$ cat config.mk
export PLATFORM = sky130hd
export DESIGN_NAME = ctrl_unit
export DESIGN_NICKNAME = d
export VERILOG_FILES = /design/src/rtl/ctrl_unit.sv
export SDC_FILE = /design/constraint.sdc
export NUM_CORES = 1
export LEC_CHECK = 0
export ABC_AREA = 1
export CAP_MARGIN = 20
export CORE_MARGIN = 2
export CORE_UTILIZATION = 50
export CTS_BUF_LIST = sky130_fd_sc_hd__clkbuf_4 sky130_fd_sc_hd__clkbuf_8
export DETAILED_ROUTE_END_ITERATION = 6
export PLACE_DENSITY = 0.85
export SYNTH_ARGS = -nofsm -noshare
export SYNTH_HDL_FRONTEND = slang
export SYNTH_SLANG_ARGS = --single-unit
$ cat constraint.sdc
create_clock -name clk -period 3.4 [get_ports clk]
set_input_delay 0.68 -clock clk [delete_from_list [all_inputs] [get_ports clk]]
set_output_delay 0.68 -clock clk [all_outputs]
set_load 0.02 [all_outputs]
$ cat src/rtl/ctrl_unit.sv
`default_nettype none
// ============================================================================
// ctrl_unit : fetch/decode/execute microsequencer for the 9-bit datapath
// Revision  : 1.0
// ============================================================================
module ctrl_unit #(
    parameter logic [3:0] ALU_PASS_A = 4'd0,
    parameter logic [3:0] ALU_ADD    = 4'd1,
    parameter logic [3:0] ALU_SUB    = 4'd2,
    parameter logic [3:0] ALU_PASS_B = 4'd3,
    parameter logic [1:0] MUXB_TR    = 2'd0,
    parameter logic [1:0] MUXB_AC    = 2'd1
) (
    input  logic       clk,
    input  logic       rst_n,
    input  logic       start,
    input  logic [8:0] ir,
    input  logic       lsb,
    input  logic       neg,
    output logic       inc_pc,
    output logic       write_pc,
    output logic       write_iar,
    output logic       inc_iar,
    output logic       write_idr,
    output logic       write_ir,
    output logic       write_tr,
    output logic       write_dram,
    output logic       off_dram,
    output logic       write_mar,
    output logic       write1_mdr,
    output logic       write2_mdr,
    output logic       write_ac,
    output logic [3:0] ctrlunit_to_decoder,
    output logic [3:0] select_mux_a,
    output logic [1:0] select_mux_b,
    output logic [3:0] alu_sel,
    output logic       halted
);

    localparam logic [4:0] OP_NOP   = 5'h00;
    localparam logic [4:0] OP_LDAC  = 5'h01;
    localparam logic [4:0] OP_ADD   = 5'h02;
    localparam logic [4:0] OP_SUB   = 5'h03;
    localparam logic [4:0] OP_ADDT  = 5'h04;
    localparam logic [4:0] OP_STR   = 5'h05;
    localparam logic [4:0] OP_LOAD  = 5'h06;
    localparam logic [4:0] OP_STORE = 5'h07;
    localparam logic [4:0] OP_LDI   = 5'h08;
    localparam logic [4:0] OP_JMP   = 5'h09;
    localparam logic [4:0] OP_JN    = 5'h0A;
    localparam logic [4:0] OP_JL    = 5'h0B;
    localparam logic [4:0] OP_HALT  = 5'h1F;

    typedef enum logic [3:0] {
        S_IDLE = 4'd0,
        S_F1   = 4'd1,
        S_F2   = 4'd2,
        S_F3   = 4'd3,
        S_DEC  = 4'd4,
        S_EX1  = 4'd5,
        S_EX2  = 4'd6,
        S_EX3  = 4'd7,
        S_EX4  = 4'd8,
        S_EX5  = 4'd9,
        S_OP1  = 4'd10,
        S_OP2  = 4'd11,
        S_OP3  = 4'd12,
        S_HALT = 4'd13
    } state_t;

    typedef struct packed {
        logic       inc_pc;
        logic       write_iar;
        logic       write_idr;
        logic       write_ir;
        logic       write_tr;
        logic       write_dram;
        logic       off_dram;
        logic       write_mar;
        logic       write1_mdr;
        logic       write2_mdr;
        logic       write_ac;
        logic [3:0] decoder;
        logic [3:0] mux_a;
        logic [1:0] mux_b;
        logic [3:0] alu;
        logic       halted;
    } outs_t;

    state_t     r_state;
    outs_t      r_out;
    logic [4:0] r_op;
    logic [3:0] r_rf;
    logic [4:0] w_op;
    logic [3:0] w_rf;
    state_t     w_next;

    function automatic outs_t idle_outs();
        outs_t o;
        o          = '0;
        o.off_dram = 1'b1;
        return o;
    endfunction

    function automatic state_t next_state(input state_t s, input logic st, input logic [4:0] op);
        state_t n;
        n = s;
        case (s)
            S_IDLE: n = st ? S_F1 : S_IDLE;
            S_F1:   n = S_F2;
            S_F2:   n = S_F3;
            S_F3:   n = S_DEC;
            S_DEC: begin
                case (op)
                    OP_NOP:                                  n = S_F1;
                    OP_LDAC, OP_ADD, OP_SUB, OP_ADDT,
                    OP_STR, OP_LOAD, OP_STORE:               n = S_EX1;
                    OP_LDI, OP_JMP, OP_JN, OP_JL:            n = S_OP1;
                    OP_HALT:                                 n = S_HALT;
                    default:                                 n = S_F1;
                endcase
            end
            S_EX1:  n = S_EX2;
            S_EX2:  n = (op == OP_LOAD || op == OP_STORE) ? S_EX3 : S_F1;
            S_EX3:  n = S_EX4;
            S_EX4:  n = (op == OP_STORE) ? S_EX5 : S_F1;
            S_EX5:  n = S_F1;
            S_OP1:  n = S_OP2;
            S_OP2:  n = S_OP3;
            S_OP3:  n = S_F1;
            S_HALT: n = st ? S_F1 : S_HALT;
            default: n = S_IDLE;
        endcase
        return n;
    endfunction

    // Outputs for the state about to be entered; registered so they line up with it.
    function automatic outs_t decode(input state_t s, input logic [4:0] op, input logic [3:0] rf);
        outs_t o;
        o = idle_outs();
        case (s)
            S_F1, S_OP1: o.write_iar = 1'b1;
            S_F2, S_OP2: begin
                o.write_idr = 1'b1;
                o.inc_pc    = 1'b1;
            end
            S_F3:   o.write_ir = 1'b1;
            S_EX1, S_EX2: begin
                case (op)
                    OP_LDAC: begin o.mux_a = rf; o.alu = ALU_PASS_A; end
                    OP_ADD:  begin o.mux_a = rf; o.mux_b = MUXB_AC; o.alu = ALU_ADD; end
                    OP_SUB:  begin o.mux_a = rf; o.mux_b = MUXB_AC; o.alu = ALU_SUB; end
                    OP_ADDT: begin o.mux_a = rf; o.mux_b = MUXB_TR; o.alu = ALU_ADD; end
                    OP_STR:  begin o.mux_b = MUXB_AC; o.alu = ALU_PASS_B; end
                    default: begin o.mux_a = rf; o.alu = ALU_PASS_A; end
                endcase
                // Destination strobe only once the registered ALU result is valid.
                if (s == S_EX2) begin
                    case (op)
                        OP_LDAC, OP_ADD, OP_SUB: o.write_ac  = 1'b1;
                        OP_ADDT, OP_STR:         o.decoder   = rf;
                        default:                 o.write_mar = 1'b1;
                    endcase
                end
            end
            S_EX3, S_EX4: begin
                if (op == OP_STORE) begin
                    o.mux_b      = MUXB_AC;
                    o.alu        = ALU_PASS_B;
                    o.write2_mdr = (s == S_EX4);
                end else begin
                    o.off_dram   = 1'b0;
                    o.write1_mdr = (s == S_EX4);
                end
            end
            S_EX5: begin
                o.write_dram = 1'b1;
                o.off_dram   = 1'b0;
            end
            S_OP3:  o.write_tr = (op == OP_LDI);
            S_HALT: o.halted = 1'b1;
            default: o = idle_outs();
        endcase
        return o;
    endfunction

    // IR is only guaranteed valid in DEC; later states use the copy taken there.
    assign w_op   = (r_state == S_DEC) ? ir[8:4] : r_op;
    assign w_rf   = (r_state == S_DEC) ? ir[3:0] : r_rf;
    assign w_next = next_state(r_state, start, w_op);

    always_ff @(posedge clk) begin
        if (!rst_n) begin
            r_state <= S_IDLE;
            r_out   <= idle_outs();
            r_op    <= '0;
            r_rf    <= '0;
        end else begin
            r_state <= w_next;
            r_out   <= decode(w_next, w_op, w_rf);
            if (r_state == S_DEC) begin
                r_op <= ir[8:4];
                r_rf <= ir[3:0];
            end
        end
    end

    // Conditional branches look at the live flags during OP3.
    assign write_pc = (r_state == S_OP3) &&
                      ((r_op == OP_JMP) || (r_op == OP_JN && neg) || (r_op == OP_JL && lsb));

    assign inc_pc              = r_out.inc_pc;
    assign inc_iar             = 1'b0;
    assign write_iar           = r_out.write_iar;
    assign write_idr           = r_out.write_idr;
    assign write_ir            = r_out.write_ir;
    assign write_tr            = r_out.write_tr;
    assign write_dram          = r_out.write_dram;
    assign off_dram            = r_out.off_dram;
    assign write_mar           = r_out.write_mar;
    assign write1_mdr          = r_out.write1_mdr;
    assign write2_mdr          = r_out.write2_mdr;
    assign write_ac            = r_out.write_ac;
    assign ctrlunit_to_decoder = r_out.decoder;
    assign select_mux_a        = r_out.mux_a;
    assign select_mux_b        = r_out.mux_b;
    assign alu_sel             = r_out.alu;
    assign halted              = r_out.halted;

endmodule
`default_nettype wire
==> results.py, run 1 <==
metrics = {
    "status": {
        "status": "finished, final reports clean",
    },
    "layout": {
        "area_growth_syn_to_layout_pct": 25.3,
        "final_cells": 302,
        "layout_commonest_cell": "nand2_1",
        "layout.nets": 269,
        "n_antenna_cell": 0,
        "drive_gt1_frac": 0.164,
        "layout_common_cells": "nand2_1, clkdlybuf4s50_1, dfxtp_1",
        "final_cell_area_um2": 2180,
    },
    "floorplanning": {
        "die_x_um": 63.0,
        "ios": 42,
        "die-height_um": 63.0,
        "row_count": 21,
        "fp.coreArea_um2": 3340,
        "start_util": 0.521,
        "die_area_um2": 3960,
    },
    "setup_path": {
        "crit_path_end": "write_pc",
        "crit_buf_inv": 2,
        "cp-start-kind": "flop",
        "path_depth": 6,
        "critPathRequiredTime_ns": 2.72,
        "crit_slowest_cell": "clkdlybuf4s50_1",
        "crit_start": "r_state[1]",
        "ff2ff_path_depth": 13,
        "cp_max_fo": 10,
        "cp-end-kind": "output port",
        "r2r-end": "ctrlunit_to_decoder[0]",
        "critPathArrivalTime_ns": 2.21,
        "cp_slowest_stage_delay_ns": 0.67,
        "cp_cell_sequence": "inv_1 -> nand2_1 -> nor3_1 -> o21ai_0 -> nor4_1 -> clkdlybuf4s50_1",
        "crit_type": "flop to output port",
        "r2r_slack_ns": 1.26,
        "rr_startpoint": "r_state[2]",
        "cp_top_family": "buffers and inverters",
    },
    "timing": {
        "rsz0062_at_grt": "false",
        "fin_crit_sh": 0.849,
        "period_needed_ns": 2.89,
        "final.setup.tns_ns": 0,
        "finalSetupViolations": 0,
        "hold_viol": 0,
        "finalClockSkew_ns": 0.00704,
        "fmax_mhz": 346,
        "final-max-slew-violation-count": 0,
    },
    "power": {
        "p_per_area_nw_per_um2": 376,
        "leakage_nw": 0.943,
        "vdd_ir_drop_max_uv": 257,
        "p_total_w": 0.000818,
    },
    "clock_tree": {
        "ctsHtreeMaxLevel": 2,
        "numCtsBuffers": 5,
        "cts_root_buf": "clkbuf_4",
        "cts_hold_buf": 0,
        "cts_setup_buffers": 0,
        "clock-sinks": 35,
        "clk_pin_slew_ns": 0.11,
        "cts_buffer_depth": 2,
        "insertion_delay_ns": 0.34,
        "cts_tree": "yes",
        "cts_resized": 0,
    },
    "place": {
        "port_buffers": 37,
        "dp.cells": 294,
        "gp_congestion": 0.879,
        "dpl.hpwl_um": 2820,
        "place_area_um2": 2120,
    },
    "grt": {
        "grtUsageTotal": 0.200,
        "antenna_found_initial": 0,
        "overflow": 0,
        "grt_pass1_vias": 1424,
        "grt_pass1_wl_um": 6200,
        "grt_max_degree": 14,
    },
    "drt": {
        "routedWlPerCell_um": 11.5,
        "drc": 0,
        "vias_per_cell": 4.85,
        "ant_nets": 0,
        "firstDrtPassIters": 4,
        "drt_iter0_markers": 26,
        "drt-total-wl_um": 3470,
        "dr_total_vias": 1464,
    },
    "yosys": {
        "synth-seq-cells": 35,
        "ys_warn_count": 0,
        "syn_area_um2": 1740,
        "synthCells": 216,
        "syn-mean-instance-area_um2": 8.05,
        "yosysUniqueCellTypes": 35,
        "seq_area_frac_synth": 0.403,
    },
    "job": {
        "maxCapViolations": 0,
    },
    "hold_path": {
        "hp-class": "flop to flop",
        "hold_depth": 2,
    },
}
-- cells by family (layout without fill, tap and decap cells) --
kind of cell | Yosys count | in the layout | share of synthesized area
AO/OA/AOI/OAI | 16 | 16 | 0.0533
AND/OR/NAND/NOR | 127 | 127 | 0.429
buffers and inverters | 33 | 70 | 0.0893
flip-flops | 35 | 35 | 0.403
multiplexers | 4 | 4 | 0.0230
other | 1 | 4 | 0.00216
-- stage by stage --
step	hold slack [ns]	setup WS (ns)	util
global placement	0.494	0.543	0.635
CTS	0.534	0.523	0.652
global route	0.590	0.384	0.652
finish	0.529	0.512	0.652
detailed placement	0.506	0.573	0.635
floorplan	0.482	1.28	-
-- metal layers --
metal,up-vias,global-route usage,wire length (um)
met5,-,0,0
met4,0,0.0667,48
met3,6,0.0649,212
met2,41,0.336,1660
met1,647,0.238,1550
li1,770,-,-
-- worst reg2reg max path, cell delays in order, from the launching register on --
cell and delay, ns:
dfxtp_1 0.49, inv_2 0.10, nor2_4 0.14, nand2_4 0.16, nand2_1 0.11, nand2_1 0.18
nor2_4 0.22, nand2_1 0.12, nand2_1 0.08, nand2_1 0.07, nand3_2 0.11, nand2_4 0.09
nand3_2 0.13, nor2_1 0.05
-- cell type report --
cell class,count,area [um2]
well taps,46,57.6
repair buffers,38,378
clock inverters,3,20.0
clock buffers,5,37.5
inverters,24,90.1
flip-flops and latches,35,701
fillers,291,1160
multi-input cells,151,893
-- flip-flops by register name (all words and copies together) (netlist names), 2 cells and up --
register	count
alu_sel	2
r_rf	4
r_state	4
r_op	5
ctrlunit_to_decoder	4
select_mux_a	4
-- Yosys cell counts --
cell	count	area, um2
a211oi_1	1	7.51
a21oi_1	5	25.0
a31oi_1	2	12.5
buf_2	1	5.00
buf_4	6	45.0
buf_6	1	11.3
clkbuf_1	1	3.75
clkinv_1	1	3.75
conb_1	1	3.75
dfxtp_1	35	701
inv_1	18	67.6
inv_2	5	18.8
mux2i_1	4	40.0
nand2_1	43	161
nand2_2	1	6.26
nand2_4	8	90.1
nand3_1	12	60.1
nand3_2	4	40.0
nand3_4	2	35.0
nand3b_1	1	7.51
nand3b_2	1	11.3
nand4_1	3	18.8
nand4_2	1	12.5
nand4_4	1	21.3
nor2_1	30	113
nor2_2	3	18.8
nor2_4	3	33.8
nor2_8	2	40.0
nor3_1	7	35.0
nor3_4	1	16.3
nor4_1	4	25.0
o2111ai_1	1	8.76
o21ai_0	5	25.0
o21ai_1	1	5.00
o21ai_2	1	8.76
-- worst min-delay path by stage --
stage                       start      end  slack (ns)
final                     r_rf[2]  r_rf[2]        0.53
after CTS                 r_rf[2]  r_rf[2]        0.53
after global routing      r_rf[0]  r_rf[0]        0.59
after global placement    r_rf[2]  r_rf[2]        0.49
after detailed placement  r_rf[2]  r_rf[2]        0.51
after floorplan           r_rf[0]  r_rf[0]        0.48
-- report_power, final --
| group | internal [W] | total, W | switching, W |
|---|---|---|---|
| Combinational | 0.0000601 | 0.000166 | 0.000106 |
| Clock | 0.0000788 | 0.000221 | 0.000142 |
| Sequential | 0.000420 | 0.000431 | 0.0000105 |
| Total | 0.000559 | 0.000818 | 0.000259 |
Note: power is estimated with default switching activity, not from simulation.
==> inputs of run 2 (changes only) <==
--- a/config.mk
+++ b/config.mk
@@ -8,10 +8,10 @@
 export ABC_AREA = 1
 export CAP_MARGIN = 20
 export CORE_MARGIN = 2
-export CORE_UTILIZATION = 50
+export CORE_UTILIZATION = 46
 export CTS_BUF_LIST = sky130_fd_sc_hd__clkbuf_4 sky130_fd_sc_hd__clkbuf_8
 export DETAILED_ROUTE_END_ITERATION = 6
-export PLACE_DENSITY = 0.85
+export PLACE_DENSITY = 0.82
 export SYNTH_ARGS = -nofsm -noshare
 export SYNTH_HDL_FRONTEND = slang
 export SYNTH_SLANG_ARGS = --single-unit
==> constraint.sdc (replaced) <==
create_clock -name clk -period 2.5 [get_ports clk]
set_input_delay 0.5 -clock clk [delete_from_list [all_inputs] [get_ports clk]]
set_output_delay 0.5 -clock clk [all_outputs]
set_load 0.02 [all_outputs]
==> run 2 against run 1 <==
First-iteration DRC count grew 140%. Clock skew shrank 0.0036 ns. Utilization shrank 4.2 points. Total power grew 48%. Register-to-register slack lost 0.91 ns. Hold slack lost 0.015 ns. Global-route usage shrank 1.3 points. Critical path depth is the same.
==> results.py, run 2 (synthesized netlist as in run 1, its figures left out) <==
metrics = {
    "floorplanning": {
        "row_count": 22,
        "die-height_um": 65.5,
        "die_x_um": 65.5,
        "ios": 42,
        "die_area_um2": 4290,
        "start_util": 0.478,
        "fp.coreArea_um2": 3630,
    },
    "setup_path": {
        "critPathArrivalTime_ns": 1.72,
        "critPathRequiredTime_ns": 2.00,
        "r2r-end": "ctrlunit_to_decoder[3]",
        "cp-start-kind": "flop",
        "ff2ff_path_depth": 14,
        "crit_start": "r_state[1]",
        "cp_max_fo": 10,
        "r2r_slack_ns": 0.35,
        "cp-end-kind": "output port",
        "rr_startpoint": "r_state[1]",
        "crit_type": "flop to output port",
    },
    "timing": {
        "fin_crit_sh": 0.890,
        "fin_ws_ns": 0.275,
        "fmax_mhz": 450,
        "finalClockSkew_ns": 0.00347,
        "rsz0062_at_grt": "false",
        "finalSetupViolations": 0,
        "final.setup.tns_ns": 0,
        "period_needed_ns": 2.22,
        "hold_ws_ns": 0.513,
        "final-max-slew-violation-count": 0,
        "hold_viol": 0,
    },
    "layout": {
        "n_antenna_cell": 0,
        "layout_common_cells": "nand2_1, clkdlybuf4s50_1, dfxtp_1",
        "final_cells": 305,
        "top_register": "r_op",
        "largest_register_ffs": 5,
        "layout_commonest_cell": "nand2_1",
        "area_growth_syn_to_layout_pct": 27.6,
        "final_cell_area_um2": 2220,
        "layout.nets": 270,
        "drive_gt1_frac": 0.167,
    },
    "drt": {
        "dr_total_vias": 1507,
        "firstDrtPassIters": 4,
        "ant_nets": 0,
        "routedWlPerCell_um": 11.6,
        "vias_per_cell": 4.94,
        "drt-total-wl_um": 3520,
        "drt_iter0_markers": 63,
        "drc": 0,
    },
    "place": {
        "dpl.hpwl_um": 2700,
        "port_buffers": 37,
        "dp.cells": 297,
        "pre_cts_slack_ns": 0.109,
        "place_area_um2": 2130,
        "gp_congestion": 0.843,
    },
    "power": {
        "p_per_area_nw_per_um2": 545,
        "leakage_nw": 0.970,
        "vdd_ir_drop_max_uv": 345,
    },
    "status": {
        "status": "finished, final reports clean",
    },
    "grt": {
        "grtUsageTotal": 0.186,
        "antenna_found_initial": 0,
        "grt_pass1_wl_um": 6090,
        "grt_max_degree": 14,
        "grt_pass1_vias": 1430,
        "overflow": 0,
    },
    "job": {
        "maxCapViolations": 0,
    },
    "clock_tree": {
        "clk_pin_slew_ns": 0.06,
        "cts_setup_buffers": 0,
        "numCtsBuffers": 5,
        "cts_buffer_depth": 2,
        "cts_tree": "yes",
        "insertion_delay_ns": 0.28,
        "ctsHtreeMaxLevel": 2,
        "cts_root_buf": "clkbuf_8",
        "clock-sinks": 35,
    },
    "hold_path": {
        "holdPathEnd": "r_rf[1]",
        "min_from": "r_rf[1]",
        "hp-class": "flop to flop",
        "hold_depth": 2,
    },
}
[run 2: cell count changes in the layout (fill, tap and decap cells not counted), sizes merged]
cell,previous run,this run
clkbuf,5,6
clkinvlp,2,1
dlygate4sd2,0,1
buf,1,2
clkdlybuf4s50,37,36
[run 2: how the worst max path moves through the flow]
stage / endpoint / slack [ns]
after floorplan: write_pc / 0.56
after global placement: write_pc / 0.13
after detailed placement: write_pc / 0.11
after CTS: write_pc / 0.26
after global routing: ctrlunit_to_decoder[0] / 0.16
final: write_pc / 0.28
[run 2: repair_timing]
action | in CTS | in global routing
endpoints found under the hold margin | 0 | 0
resized for setup | 1 | 0
hold buffers | 0 | 0
setup endpoints to repair | 1 | 0
[run 2: per-stage QoR]
step / total power (W) / utilization
floorplan: 0.000771 / -
global placement: 0.000822 / 0.586
detailed placement: 0.000825 / 0.586
CTS: 0.00122 / 0.610
global route: 0.00128 / 0.610
finish: 0.00121 / 0.610
[run 2: critical path: stages (launching register included)]
cell and delay (ns):
dfxtp_1 0.40, inv_1 0.13, nand2_1 0.14, nor3_1 0.15, o21ai_0 0.12, nor4_1 0.15, dlygate4sd2_1 0.36
[run 2: area by class of cell]
class                   instances  area, um2
inverters                      24       90.1
clock buffers                   6       76.3
fillers                       324       1420
multi-input cells             151        893
flip-flops and latches         35        701
well taps                      48       60.1
clock inverters                 2       12.5
repair buffers                 39        384
[run 2: layer usage]
metal / up-vias / routed length (um) / track usage
met2: 54 / 1650 / 0.302
met3: 10 / 227 / 0.0616
met1: 669 / 1560 / 0.222
met5: - / 0 / 0
met4: 0 / 85 / 0.0859
li1: 774 / - / -
[run 2: report_power, final]
part | internal, W | switching (W)
logic | 0.0000828 | 0.000146
registers | 0.000572 | 0.0000153
clock network | 0.000205 | 0.000188
==> inputs of run 3 (changes only) <==
--- a/config.mk
+++ b/config.mk
@@ -15,3 +15,4 @@
 export SYNTH_ARGS = -nofsm -noshare
 export SYNTH_HDL_FRONTEND = slang
 export SYNTH_SLANG_ARGS = --single-unit
+export TNS_END_PERCENT = 10
==> results of run 3 <==
The final DEF is identical to that of run 2; final timing and power are the same.
